`config.mk`:
```
export PLATFORM = sky130hd
export DESIGN_NAME = segment_rx
export DESIGN_NICKNAME = d
export VERILOG_FILES = /design/src/rtl/segment_rx.sv
export SDC_FILE = /design/constraint.sdc
export NUM_CORES = 1
export LEC_CHECK = 0
export ABC_AREA = 1
export CAP_MARGIN = 20
export CELL_PAD_IN_SITES_DETAIL_PLACEMENT = 0
export CELL_PAD_IN_SITES_GLOBAL_PLACEMENT = 1
export CORE_MARGIN = 10
export CORE_UTILIZATION = 42
export CTS_CLUSTER_DIAMETER = 120
export DETAILED_ROUTE_END_ITERATION = 8
export GPL_ROUTABILITY_DRIVEN = 0
export PLACE_DENSITY_LB_ADDON = 0.2
export SETUP_SLACK_MARGIN = 0.4
export SYNTH_ARGS = -nofsm -noshare
export SYNTH_HDL_FRONTEND = slang
export SYNTH_SLANG_ARGS = --single-unit
```
`constraint.sdc`:
```
create_clock -name clk -period 3.3 [get_ports clk]
set_input_delay 0.99 -clock clk [delete_from_list [all_inputs] [get_ports clk]]
set_output_delay 0.99 -clock clk [all_outputs]
set_load 0.02 [all_outputs]
```
`src/rtl/segment_rx.sv`:
```
// segment_rx: receives a multiplexed 4-digit seven-segment display bus
// (active-low digit select plus active-high segment code), debounces each
// presented digit and assembles complete frames into a 16-bit hex value.
// A digit commits once its select/segment pair has been seen unchanged on
// STABLE_CNT consecutive rising edges. When all four digits have committed,
// value is loaded and frame_valid pulses for one cycle.
// Optional build macro: SEGMENT_RX_DP_EN adds the dp output and captures each
// digit's decimal point. Without it, any pattern with the decimal point lit
// is treated as unrecognised.
module segment_rx #(
    parameter int unsigned STABLE_CNT = 4
) (
    input  logic        clk,
    input  logic        rst_n,
    input  logic [3:0]  dsel_in,
    input  logic [7:0]  seg_in,
    input  logic        clear,
`ifdef SEGMENT_RX_DP_EN
    output logic [3:0]  dp,
`endif
    output logic [15:0] value,
    output logic        frame_valid,
    output logic [3:0]  digit_ok,
    output logic        err
);

    // The run counter holds (edges seen unchanged - 1), so a digit is stable
    // for STABLE_CNT edges when the counter already reads STABLE_CNT-2 and the
    // input still matches the sample.
    localparam logic [3:0] RUN_HIT = 4'(STABLE_CNT - 2);
    localparam logic [3:0] RUN_MAX = 4'hF;

    logic [11:0] sample_q;
    logic [3:0]  run_q, run_d;
    logic [15:0] hold_q, hold_d;
    logic [15:0] value_q;
    logic        frame_valid_q;
    logic [3:0]  digit_ok_q, ok_set;
    logic        err_q;
    logic [3:0]  hdp_q, hdp_d;
    logic [3:0]  dp_q;

    logic        same, stable;
    logic        sel_ok;
    logic [1:0]  sel_idx;
    logic        known;
    logic [3:0]  nib;
    logic        commit, bad, frame_done;

    // Select decode: exactly one active-low line picks a digit; anything else
    // (blank or several lines low) is not a digit.
    always_comb begin
        sel_ok  = 1'b1;
        sel_idx = 2'd0;
        case (dsel_in)
            4'b1110: sel_idx = 2'd0;
            4'b1101: sel_idx = 2'd1;
            4'b1011: sel_idx = 2'd2;
            4'b0111: sel_idx = 2'd3;
            default: sel_ok  = 1'b0;
        endcase
    end

    // Segment decode of seg_in[6:0] into a hex nibble.
    always_comb begin
        known = 1'b1;
        nib   = 4'h0;
        case (seg_in[6:0])
            7'h3F: nib = 4'h0;
            7'h06: nib = 4'h1;
            7'h5B: nib = 4'h2;
            7'h4F: nib = 4'h3;
            7'h66: nib = 4'h4;
            7'h6D: nib = 4'h5;
            7'h7D: nib = 4'h6;
            7'h07: nib = 4'h7;
            7'h7F: nib = 4'h8;
            7'h6F: nib = 4'h9;
            7'h77: nib = 4'hA;
            7'h7C: nib = 4'hB;
            7'h39: nib = 4'hC;
            7'h5E: nib = 4'hD;
            7'h79: nib = 4'hE;
            7'h71: nib = 4'hF;
            default: known = 1'b0;
        endcase
`ifndef SEGMENT_RX_DP_EN
        // No decimal-point support: a lit DP makes the pattern unrecognised.
        if (seg_in[7]) known = 1'b0;
`endif
    end

    // Stability detection, commit qualification and next holding contents.
    always_comb begin
        same       = ({dsel_in, seg_in} == sample_q);
        stable     = same && (run_q == RUN_HIT);
        commit     = stable && sel_ok && known && !clear;
        bad        = stable && sel_ok && !known;
        if (clear || !same)       run_d = 4'd0;
        else if (run_q == RUN_MAX) run_d = RUN_MAX;
        else                      run_d = run_q + 4'd1;
        ok_set     = digit_ok_q | (commit ? (4'b0001 << sel_idx) : 4'b0000);
        frame_done = commit && (ok_set == 4'hF);
        hold_d     = hold_q;
        hdp_d      = hdp_q;
        if (commit) begin
            hold_d[{sel_idx, 2'b00} +: 4] = nib;
            hdp_d[sel_idx]                = seg_in[7];
        end
    end

    // Sample/run tracking, digit holding, frame assembly and flags.
    always_ff @(posedge clk or negedge rst_n) begin
        if (!rst_n) begin
            sample_q      <= {4'hF, 8'h00};
            run_q         <= 4'd0;
            hold_q        <= 16'h0000;
            hdp_q         <= 4'h0;
            value_q       <= 16'h0000;
            dp_q          <= 4'h0;
            frame_valid_q <= 1'b0;
            digit_ok_q    <= 4'h0;
            err_q         <= 1'b0;
        end else begin
            sample_q <= {dsel_in, seg_in};
            run_q    <= run_d;
            hold_q   <= hold_d;
            hdp_q    <= hdp_d;
            if (clear) begin
                digit_ok_q    <= 4'h0;
                err_q         <= 1'b0;
                frame_valid_q <= 1'b0;
            end else begin
                digit_ok_q    <= frame_done ? 4'h0 : ok_set;
                err_q         <= err_q | bad;
                frame_valid_q <= frame_done;
                if (frame_done) begin
                    value_q <= hold_d;
                    dp_q    <= hdp_d;
                end
            end
        end
    end

    assign value       = value_q;
    assign frame_valid = frame_valid_q;
    assign digit_ok    = digit_ok_q;
    assign err         = err_q;
`ifdef SEGMENT_RX_DP_EN
    assign dp          = dp_q;
`else
    logic unused_dp;
    assign unused_dp = ^dp_q;
`endif

endmodule

```
==> flow_metrics.py, run 1 <==
metrics = {
    "run_status": {
        "status": "completed",
    },
    "worst_setup_path": {
        "worstSetupStartpointType": "primary input",
        "end_kind": "flop",
        "crit_path_end": "value[5]",
        "crit_family": "simple AND/OR/NAND/NOR gates",
        "cpPeakStageDelay_ps": 430,
        "cp.depth": 16,
        "cp_cell_sequence": "clkdlybuf4s50_1 > inv_1 > nand2_1 > nor2_1 > nand2_1 > nor2_2 > nand2_2 > nor2_4 > nand3_4 > nand2_2 > nand2_4 > nor2_8 > nand2_8 > buf_6 > nand2_1 > nand2_1",
        "cp.required_ps": 3510,
        "crit_type": "in2reg",
        "worstSetupStartpoint": "clear",
        "crit_buf_inv": 3,
        "reg2reg_slack_ps": 1070,
        "crit_arrival_ps": 2990,
        "path_max_fanout": 10,
        "timing.rr.end": "value[5]",
        "path_common_cell": "nand2_1",
        "critPathSlowestCell": "clkdlybuf4s50_1",
        "r2r-start": "sample_q[9]",
        "reg2reg_depth": 16,
    },
    "power": {
        "pwr-share-clk": 0.308,
        "internal_power_mw": 0.874,
        "ir_drop_uv": 135,
        "power.switching_mw": 0.309,
        "p_comb_frac": 0.122,
        "seqPwrFrac": 0.570,
        "finalPower_mw": 1.18,
        "p_per_area_nw_per_um2": 311,
        "swShare": 0.261,
        "p_leak_nw": 2.11,
    },
    "sta": {
        "max_freq_ghz": 0.360,
        "final.min_clock_period_ps": 2780,
        "whs_ps": 478,
        "final_hold_viol_count": 0,
        "period_share": 0.842,
        "setup_viol": 0,
        "rsz0062_at_grt": "no",
        "finalMaxSlewViolations": 0,
        "skew_ps": 12.4,
        "worstMarginPinSlew_ps": 633,
        "relSlewSlack": 0.578,
    },
    "synth": {
        "yosys_warnings": 0,
        "synth_cell_types": 29,
        "syn_area_um2": 2970,
        "synth_nets": 418,
        "ys_ff_latch": 54,
        "syn_inst": 397,
        "syn_area_per_cell_um2": 7.47,
        "yosysSeqAreaShare": 0.457,
        "ys.flop_type": "dfrtp_1",
        "async_flop_share": 1.00,
        "synth-edff-count": 0,
    },
    "global_route": {
        "grt_max_degree": 29,
        "grt_pass1_wl_um": 12200,
        "grt_pass1_vias": 2696,
        "grt_overflow": 0,
        "antenna_found_initial": 0,
        "grt.total_usage": 0.132,
    },
    "floorplanning": {
        "num_rows": 30,
        "pin_count": 37,
        "coreArea_um2": 6830,
        "die_x_um": 104,
        "start_util": 0.434,
        "die_area_um2": 10800,
        "die_h_um": 104,
    },
    "placement": {
        "postPlaceCellArea_um2": 3650,
        "placed_cells": 557,
        "post-dp-hpwl_um": 5630,
        "io_buffers": 36,
    },
    "clocking": {
        "cts_buffers": 5,
        "cts_tree": "done",
        "clockBufferDepth": 2,
        "cts.sinks": 54,
        "htreeDepth": 2,
        "cts_root_buffer": "clkbuf_8",
        "clk_latency_ps": 310,
        "clk_pin_slew_ps": 100,
    },
    "cells_and_area": {
        "diodes": 0,
        "final_cells": 571,
        "area_growth_pct": 28.3,
        "drive_above_1_share": 0.196,
        "fin_area_um2": 3810,
        "layout_common_cells": "149 x nand2_1, 50 x dfrtp_1, 49 x nor2_1",
        "final_common_cell": "nand2_1",
        "final_nets": 495,
    },
    "flow_run": {
        "max_cap_viol_count": 0,
    },
    "min_path": {
        "min_path_type": "reg2reg",
    },
    "drt": {
        "viasPerCell": 4.65,
        "vias": 2654,
        "routed_wl_um": 7240,
        "avgRoutedWirePerCell_um": 12.7,
        "drt_iter0_markers": 70,
        "ant_nets": 0,
        "first_pass_iters": 5,
        "remaining_drc_errors": 0,
    },
}
kinds of logic (layout without fill, tap and decap cells):
group,Yosys count,in the layout,share of synthesized area
XOR/XNOR,6,6,0.0177
adder cells (fa/ha/maj),6,6,0.0253
buffers and inverters,50,128,0.0692
AO/OA/AOI/OAI,14,14,0.0287
AND/OR/NAND/NOR,267,267,0.402
flip-flops,54,54,0.457
what timing repair did:
| item | CTS | global route |
|---|---|---|
| setup endpoints to repair | 22 | 28 |
| setup buffers | 0 | 5 |
| gates resized for setup | 9 | 34 |
| pin swaps | 0 | 5 |
| hold buffers | 0 | 0 |
| cloned | 0 | 1 |
| hold endpoints to repair | 0 | 0 |
cells in the mapped netlist (3+ instances only):
library cell / number / area share
dfrtp_1: 50 / 0.42
a21oi_1: 5 / 0.0084
inv_2: 8 / 0.010
inv_1: 37 / 0.047
nor2_1: 54 / 0.068
xor2_1: 4 / 0.012
nand2_1: 150 / 0.19
nand2_2: 5 / 0.011
ha_1: 6 / 0.025
nand3_4: 3 / 0.018
dfstp_2: 4 / 0.035
nand3_1: 37 / 0.062
o21ai_0: 5 / 0.0084
nand4_1: 6 / 0.013
per-layer routing:
| metal | track usage | routed length (µm) |
|---|---|---|
| met3 | 0.0223 | 211 |
| met2 | 0.232 | 3550 |
| met5 | 0 | 0 |
| met1 | 0.159 | 3380 |
| met4 | 0.0447 | 87 |
how the worst min path moves through the flow:
stage	cells past startpoint	from	end
3_3_place_gp	2	value[9]	value[9]
4_1_cts	2	value[5]	value[5]
2_1_floorplan	2	hold_q[4]	hold_q[4]
3_5_place_dp	2	value[5]	value[5]
6_report	2	value[15]	value[15]
5_1_grt	2	value[15]	value[15]
flip-flops by register name, summed over array words and instances, names as in the netlist:
signal / count
hold_q: 16
value: 16
sample_q: 12
digit_ok: 4
run_q: 4
err: 1
frame_valid: 1
power by group through the flow:
| stage | clock network, mW | registers [mW] | logic [mW] |
|---|---|---|---|
| after floorplan | 0 | 0.687 | 0.0713 |
| after global placement | 0 | 0.687 | 0.144 |
| after detailed placement | 0 | 0.687 | 0.144 |
| after CTS | 0.376 | 0.674 | 0.142 |
| after global routing | 0.401 | 0.675 | 0.165 |
| final | 0.364 | 0.674 | 0.144 |
cell type report:
class                           count  area (µm²)
Fill cell                         689        3020
Multi-Input combinational cell    293        1450
Sequential cell                    54        1360
Timing Repair Buffer               75         629
Inverter                           45         169
Tap cell                           96         120
Clock buffer                        6        72.6
Clock inverter                      2        13.8
tightest hold or removal path: stages, from the launching register on:
cell	delay (ps)
dfrtp_1	360
nand2_1	50
nand2_1	40
stage by stage:
stage	utilization	setup WS, ps	setup TNS [ps]
2_1_floorplan	-	613	0
3_3_place_gp	0.535	-49.4	-273
3_5_place_dp	0.535	-78.5	-505
4_1_cts	0.547	416	0
5_1_grt	0.557	378	0
6_report	0.557	521	0
Power figures use the tool's default switching activity.
==> run 2: changes to the inputs <==
Settings changed: CORE_UTILIZATION 42 to 40.
Clock period 3.3 ns to 2.9 ns, I/O delays scaled along.
==> flow_metrics.py, run 2 (synthesized netlist as in run 1, its figures left out) <==
metrics = {
    "run_status": {
        "status": "completed",
    },
    "floorplanning": {
        "die_h_um": 106,
        "num_rows": 31,
        "pin_count": 37,
        "coreArea_um2": 7210,
        "die_area_um2": 11300,
        "die_x_um": 106,
        "start_util": 0.411,
    },
    "power": {
        "power.switching_mw": 0.381,
        "pwr-share-clk": 0.323,
        "ir_drop_uv": 173,
        "internal_power_mw": 1.03,
        "p_leak_nw": 2.22,
        "p_comb_frac": 0.134,
        "p_per_area_nw_per_um2": 340,
        "swShare": 0.269,
        "seqPwrFrac": 0.542,
    },
    "clocking": {
        "cts_hold_buf": 0,
        "clk_latency_ps": 310,
        "htreeDepth": 2,
        "cts_buffers": 5,
        "cts.sinks": 54,
        "clk_pin_slew_ps": 100,
        "cts_root_buffer": "clkbuf_8",
        "cts_tree": "done",
        "clockBufferDepth": 2,
    },
    "worst_setup_path": {
        "worstSetupStartpointType": "primary input",
        "critPathSlowestCell": "nor2_8",
        "cpPeakStageDelay_ps": 230,
        "cp_cell_sequence": "buf_4 > buf_4 > nand2_1 > nand2_1 > nor2_1 > nand2_1 > nor2_2 > nand2_2 > nor2_4 > nand3_4 > nand2_4 > inv_4 > nor2_8 > buf_6 > nand3_1 > nand2_1",
        "path_max_fanout": 5,
        "cp.required_ps": 3160,
        "crit_arrival_ps": 2690,
        "reg2reg_slack_ps": 720,
        "path_common_cell": "nand2_1",
        "crit_type": "in2reg",
        "crit_buf_inv": 4,
        "crit_family": "simple AND/OR/NAND/NOR gates",
        "end_kind": "flop",
    },
    "cells_and_area": {
        "fillers": 707,
        "multi_input_area_um2": 1600,
        "final_common_cell": "nand2_1",
        "layout_common_cells": "135 x nand2_1, 56 x buf_4, 50 x dfrtp_1",
        "drive_above_1_share": 0.308,
        "final_nets": 520,
        "diodes": 0,
        "area_growth_pct": 40.5,
        "regArea_um2": 1360,
        "final_cells": 599,
    },
    "global_route": {
        "antenna_found_initial": 0,
        "grt_pass1_vias": 2791,
        "grt_max_degree": 29,
        "grt.total_usage": 0.145,
        "grt_overflow": 0,
        "grt_pass1_wl_um": 13500,
    },
    "drt": {
        "routed_wl_um": 7860,
        "avgRoutedWirePerCell_um": 13.1,
        "vias": 2750,
        "viasPerCell": 4.59,
        "ant_nets": 0,
        "first_pass_iters": 4,
        "drt_iter0_markers": 89,
        "remaining_drc_errors": 0,
    },
    "sta": {
        "max_freq_ghz": 0.411,
        "setup_viol": 0,
        "rsz0062_at_grt": "yes",
        "relSlewSlack": 0.548,
        "setup_ws_ps": 469,
        "worstMarginPinSlew_ps": 678,
        "final.min_clock_period_ps": 2430,
        "final_hold_viol_count": 0,
        "period_share": 0.838,
        "finalMaxSlewViolations": 0,
        "skew_ps": 5.01,
    },
    "placement": {
        "place_ws_ps": -286,
        "placed_cells": 573,
        "io_buffers": 36,
        "post-dp-hpwl_um": 5770,
    },
    "flow_run": {
        "max_cap_viol_count": 0,
    },
    "min_path": {
        "min_path_type": "reg2reg",
    },
}
run 2: cell count changes in the layout (fill, tap and decap cells not counted), sizes merged:
cell           previous run  this run
nand2                   157       158
inv                      45        46
dlymetal6s2s              4         0
clkinv                    2         0
clkbuf                   14         9
clkinvlp                  0         1
buf                      40        72
dlygate4sd2               0         2
clkdlybuf4s50            23        22
run 2: power groups by stage:
stage / Sequential (mW) / Combinational (mW) / Clock, mW
after floorplan: 0.781 / 0.0834 / 0
after global placement: 0.781 / 0.175 / 0
after detailed placement: 0.782 / 0.176 / 0
after CTS: 0.767 / 0.182 / 0.481
after global routing: 0.769 / 0.212 / 0.514
final: 0.768 / 0.190 / 0.458
run 2: layout make-up:
| type | instances | share of cell area |
|---|---|---|
| timing repair buffer | 99 | 0.195 |
| inverter | 45 | 0.0417 |
| multi-input combinational | 294 | 0.384 |
| tap | 99 | 0.0297 |
| sequential | 54 | 0.325 |
| clock buffer | 6 | 0.0198 |
| clock inverter | 2 | 0.00390 |
run 2: path summary, 6_finish.rpt:
| kind | depth (start not counted) | startpoint | to |
|---|---|---|---|
| worst max-delay path | 16 | seg_in[2] | value[3] |
| worst min-delay path | 2 | value[7] | value[7] |
| worst max register to register | 13 | sample_q[10] | value[3] |
| worst min register to register | 2 | value[7] | value[7] |
| max in group asynchronous | 2 | rst_n | hold_q[14] |
| min in group asynchronous | 1 | rst_n | sample_q[1] |
run 2: what timing repair did:
action / CTS / global route
buffers inserted: 14 / 2
gates cloned: 2 / 0
endpoints found under the setup margin: 37 / 31
pin swaps: 18 / 18
resized for setup: 63 / 44
run 2: metal layers:
metal,wire length (µm),global-route usage,part of all wire,vias up
met5,0,0,0,-
li1,-,-,-,1433
met2,3730,0.238,0.47,41
met1,3690,0.187,0.47,1268
met4,103,0.0435,0.013,0
met3,334,0.0308,0.042,8
run 2: stage by stage:
| step | cell area [µm²] | hold slack, ps | setup TNS (ps) | utilization | total power, mW |
|---|---|---|---|---|---|
| floorplan | 2990 | 445 | 0 | - | 0.865 |
| global placement | 3780 | 454 | -5590 | 0.524 | 0.956 |
| global route | 4170 | 507 | 0 | 0.578 | 1.50 |
| CTS | 4060 | 483 | 0 | 0.563 | 1.43 |
| finish | 4170 | 477 | 0 | 0.578 | 1.42 |
| detailed placement | 3780 | 457 | -6030 | 0.524 | 0.957 |
run 2: tightest hold or removal path, cell delays in order (launching register included):
cell and delay, ps:
dfrtp_1 350, nand2_1 50, nand2_1 50
==> run 3: changes to the inputs <==
Settings changed: CORE_UTILIZATION 40 to 37.
Clock period 2.9 ns to 2 ns, I/O delays scaled along.
==> flow_metrics.py, run 3 (synthesized netlist as in run 1, its figures left out) <==
metrics = {
    "run_status": {
        "status": "finished with violations",
        "violations": "negative setup slack",
    },
    "sta": {
        "rsz0062_at_grt": "yes",
        "final.min_clock_period_ps": 2140,
        "worstMarginPinSlew_ps": 368,
        "setup_viol": 22,
        "relSlewSlack": 0.754,
        "setup_ws_ps": -137,
        "finalMaxSlewViolations": 0,
        "max_freq_ghz": 0.468,
        "final_hold_viol_count": 0,
        "period_share": 1.07,
        "skew_ps": 12.4,
    },
    "worst_setup_path": {
        "reg2reg_depth": 16,
        "path_max_fanout": 8,
        "cp.required_ps": 2260,
        "crit_type": "in2reg",
        "critPathSlowestCell": "dlygate4sd2_1",
        "cpPeakStageDelay_ps": 250,
        "reg2reg_slack_ps": -140,
        "timing.rr.end": "value[9]",
        "end_kind": "flop",
        "r2r-start": "sample_q[9]",
        "worstSetupStartpointType": "primary input",
        "path_common_cell": "nand2_1",
        "crit_arrival_ps": 2400,
        "cp_cell_sequence": "dlygate4sd2_1 > nand2_1 > nand2_1 > nor2_1 > nand2_1 > nor2_2 > nand2_2 > nor2_4 > nand3_4 > nand2_4 > nand2_4 > nor2_8 > buf_12 > buf_16 > nand3_2 > nand2_1",
    },
    "power": {
        "p_per_area_nw_per_um2": 449,
        "internal_power_mw": 1.52,
        "seqPwrFrac": 0.532,
        "ir_drop_uv": 269,
        "p_leak_nw": 2.40,
        "finalPower_mw": 2.09,
        "swShare": 0.272,
        "pwr-share-clk": 0.318,
        "power.switching_mw": 0.568,
        "p_comb_frac": 0.150,
    },
    "flow_run": {
        "max_cap_viol_count": 0,
    },
    "cells_and_area": {
        "diodes": 0,
        "fin_area_um2": 4660,
        "area_growth_pct": 57.2,
        "final_common_cell": "nand2_1",
        "layout_common_cells": "121 x nand2_1, 52 x buf_4, 50 x dfrtp_1",
        "utilization": 0.601,
        "final_nets": 533,
        "drive_above_1_share": 0.480,
        "fillers": 699,
    },
    "floorplanning": {
        "pin_count": 37,
        "die_area_um2": 12000,
        "num_rows": 32,
        "start_util": 0.382,
        "die_h_um": 110,
        "die_x_um": 110,
        "coreArea_um2": 7770,
    },
    "clocking": {
        "htreeDepth": 2,
        "cts_hold_buf": 0,
        "clockBufferDepth": 2,
        "cts_tree": "done",
        "cts.sinks": 54,
        "cts_root_buffer": "clkbuf_8",
        "cts_buffers": 5,
        "clk_pin_slew_ps": 110,
        "clk_latency_ps": 320,
    },
    "drt": {
        "avgRoutedWirePerCell_um": 13.5,
        "vias": 2848,
        "ant_nets": 0,
        "first_pass_iters": 4,
        "remaining_drc_errors": 0,
        "drt_iter0_markers": 71,
        "viasPerCell": 4.63,
        "routed_wl_um": 8270,
    },
    "global_route": {
        "grt_pass1_vias": 2843,
        "antenna_found_initial": 0,
        "grt-busiest-layer": "met2",
        "grt_use_met1": 0.184,
        "grt_overflow": 0,
        "grt.total_usage": 0.139,
        "use_met3": 0.0176,
        "grt_max_degree": 43,
        "met2_usage": 0.233,
        "grt_pass1_wl_um": 13400,
    },
    "min_path": {
        "min_path_type": "in2async",
    },
    "placement": {
        "io_buffers": 36,
        "post-dp-hpwl_um": 5730,
        "postPlaceCellArea_um2": 3900,
        "place_ws_ps": -923,
    },
}
[run 3: cell types whose count changed in the layout (fill, tap and decap cells not counted), moves of 5 or more]
cell	before	now
clkdlybuf4s15_2	0	11
nor2_1	44	35
nand3_1	32	13
inv_1	34	27
nor2_2	8	16
nand2_1	135	121
nand2_2	16	24
inv_2	9	14
clkdlybuf4s50_1	22	0
buf_6	7	20
nand2_4	5	12
buf_12	1	8
nand3_2	5	24
[run 3: layer usage]
| layer | routed length, µm | share of wire | vias up |
|---|---|---|---|
| met5 | 0 | 0 | - |
| met2 | 3990 | 0.48 | 46 |
| li1 | - | - | 1462 |
| met4 | 96 | 0.012 | 0 |
| met1 | 3940 | 0.48 | 1332 |
| met3 | 248 | 0.030 | 8 |
[run 3: timing repair]
item,4_1_cts,5_1_grt
setup endpoints to repair,64,54
gates resized for setup,207,61
cloned,2,1
pin swaps,41,35
buffers inserted,17,6
[run 3: worst max-delay path by stage]
stage | start | to | slack, ps | cells past startpoint
3_3_place_gp | seg_in[0] | value[10] | -880 | 15
3_5_place_dp | seg_in[0] | value[3] | -920 | 16
2_1_floorplan | seg_in[4] | value[10] | -230 | 15
4_1_cts | sample_q[10] | value[11] | -220 | 13
6_report | seg_in[7] | value[9] | -140 | 16
5_1_grt | sample_q[9] | value[9] | -260 | 16
[run 3: per-stage QoR]
stage,setup TNS (ps),std cells,hold slack (ps)
6_report,-2410,615,182
5_1_grt,-6140,615,201
3_3_place_gp,-30510,581,456
2_1_floorplan,-2980,397,304
3_5_place_dp,-31390,581,460
4_1_cts,-4020,608,184
[run 3: area by class of cell]
type                       instances  area (µm²)  share of cell area
inverter                          45         183              0.0392
sequential                        54        1360               0.291
multi-input combinational        295        1860               0.399
timing repair buffer             111        1040               0.223
tap                              102         128              0.0274
clock inverter                     2        16.3             0.00349
clock buffer                       6        82.6              0.0177
[run 3: worst max-delay path, delay by kind of cell]
kind                   cells  cell delay [ps]
buffers and inverters      3              530
and+or+nand+nor           13             1240
[run 3: power by group through the flow]
| stage | combinational (mW) | clock [mW] | sequential [mW] |
|---|---|---|---|
| 2_1_floorplan | 0.134 | 0 | 1.13 |
| 3_3_place_gp | 0.268 | 0 | 1.13 |
| 3_5_place_dp | 0.268 | 0 | 1.13 |
| 4_1_cts | 0.309 | 0.690 | 1.11 |
| 5_1_grt | 0.349 | 0.723 | 1.11 |
| 6_report | 0.314 | 0.665 | 1.11 |
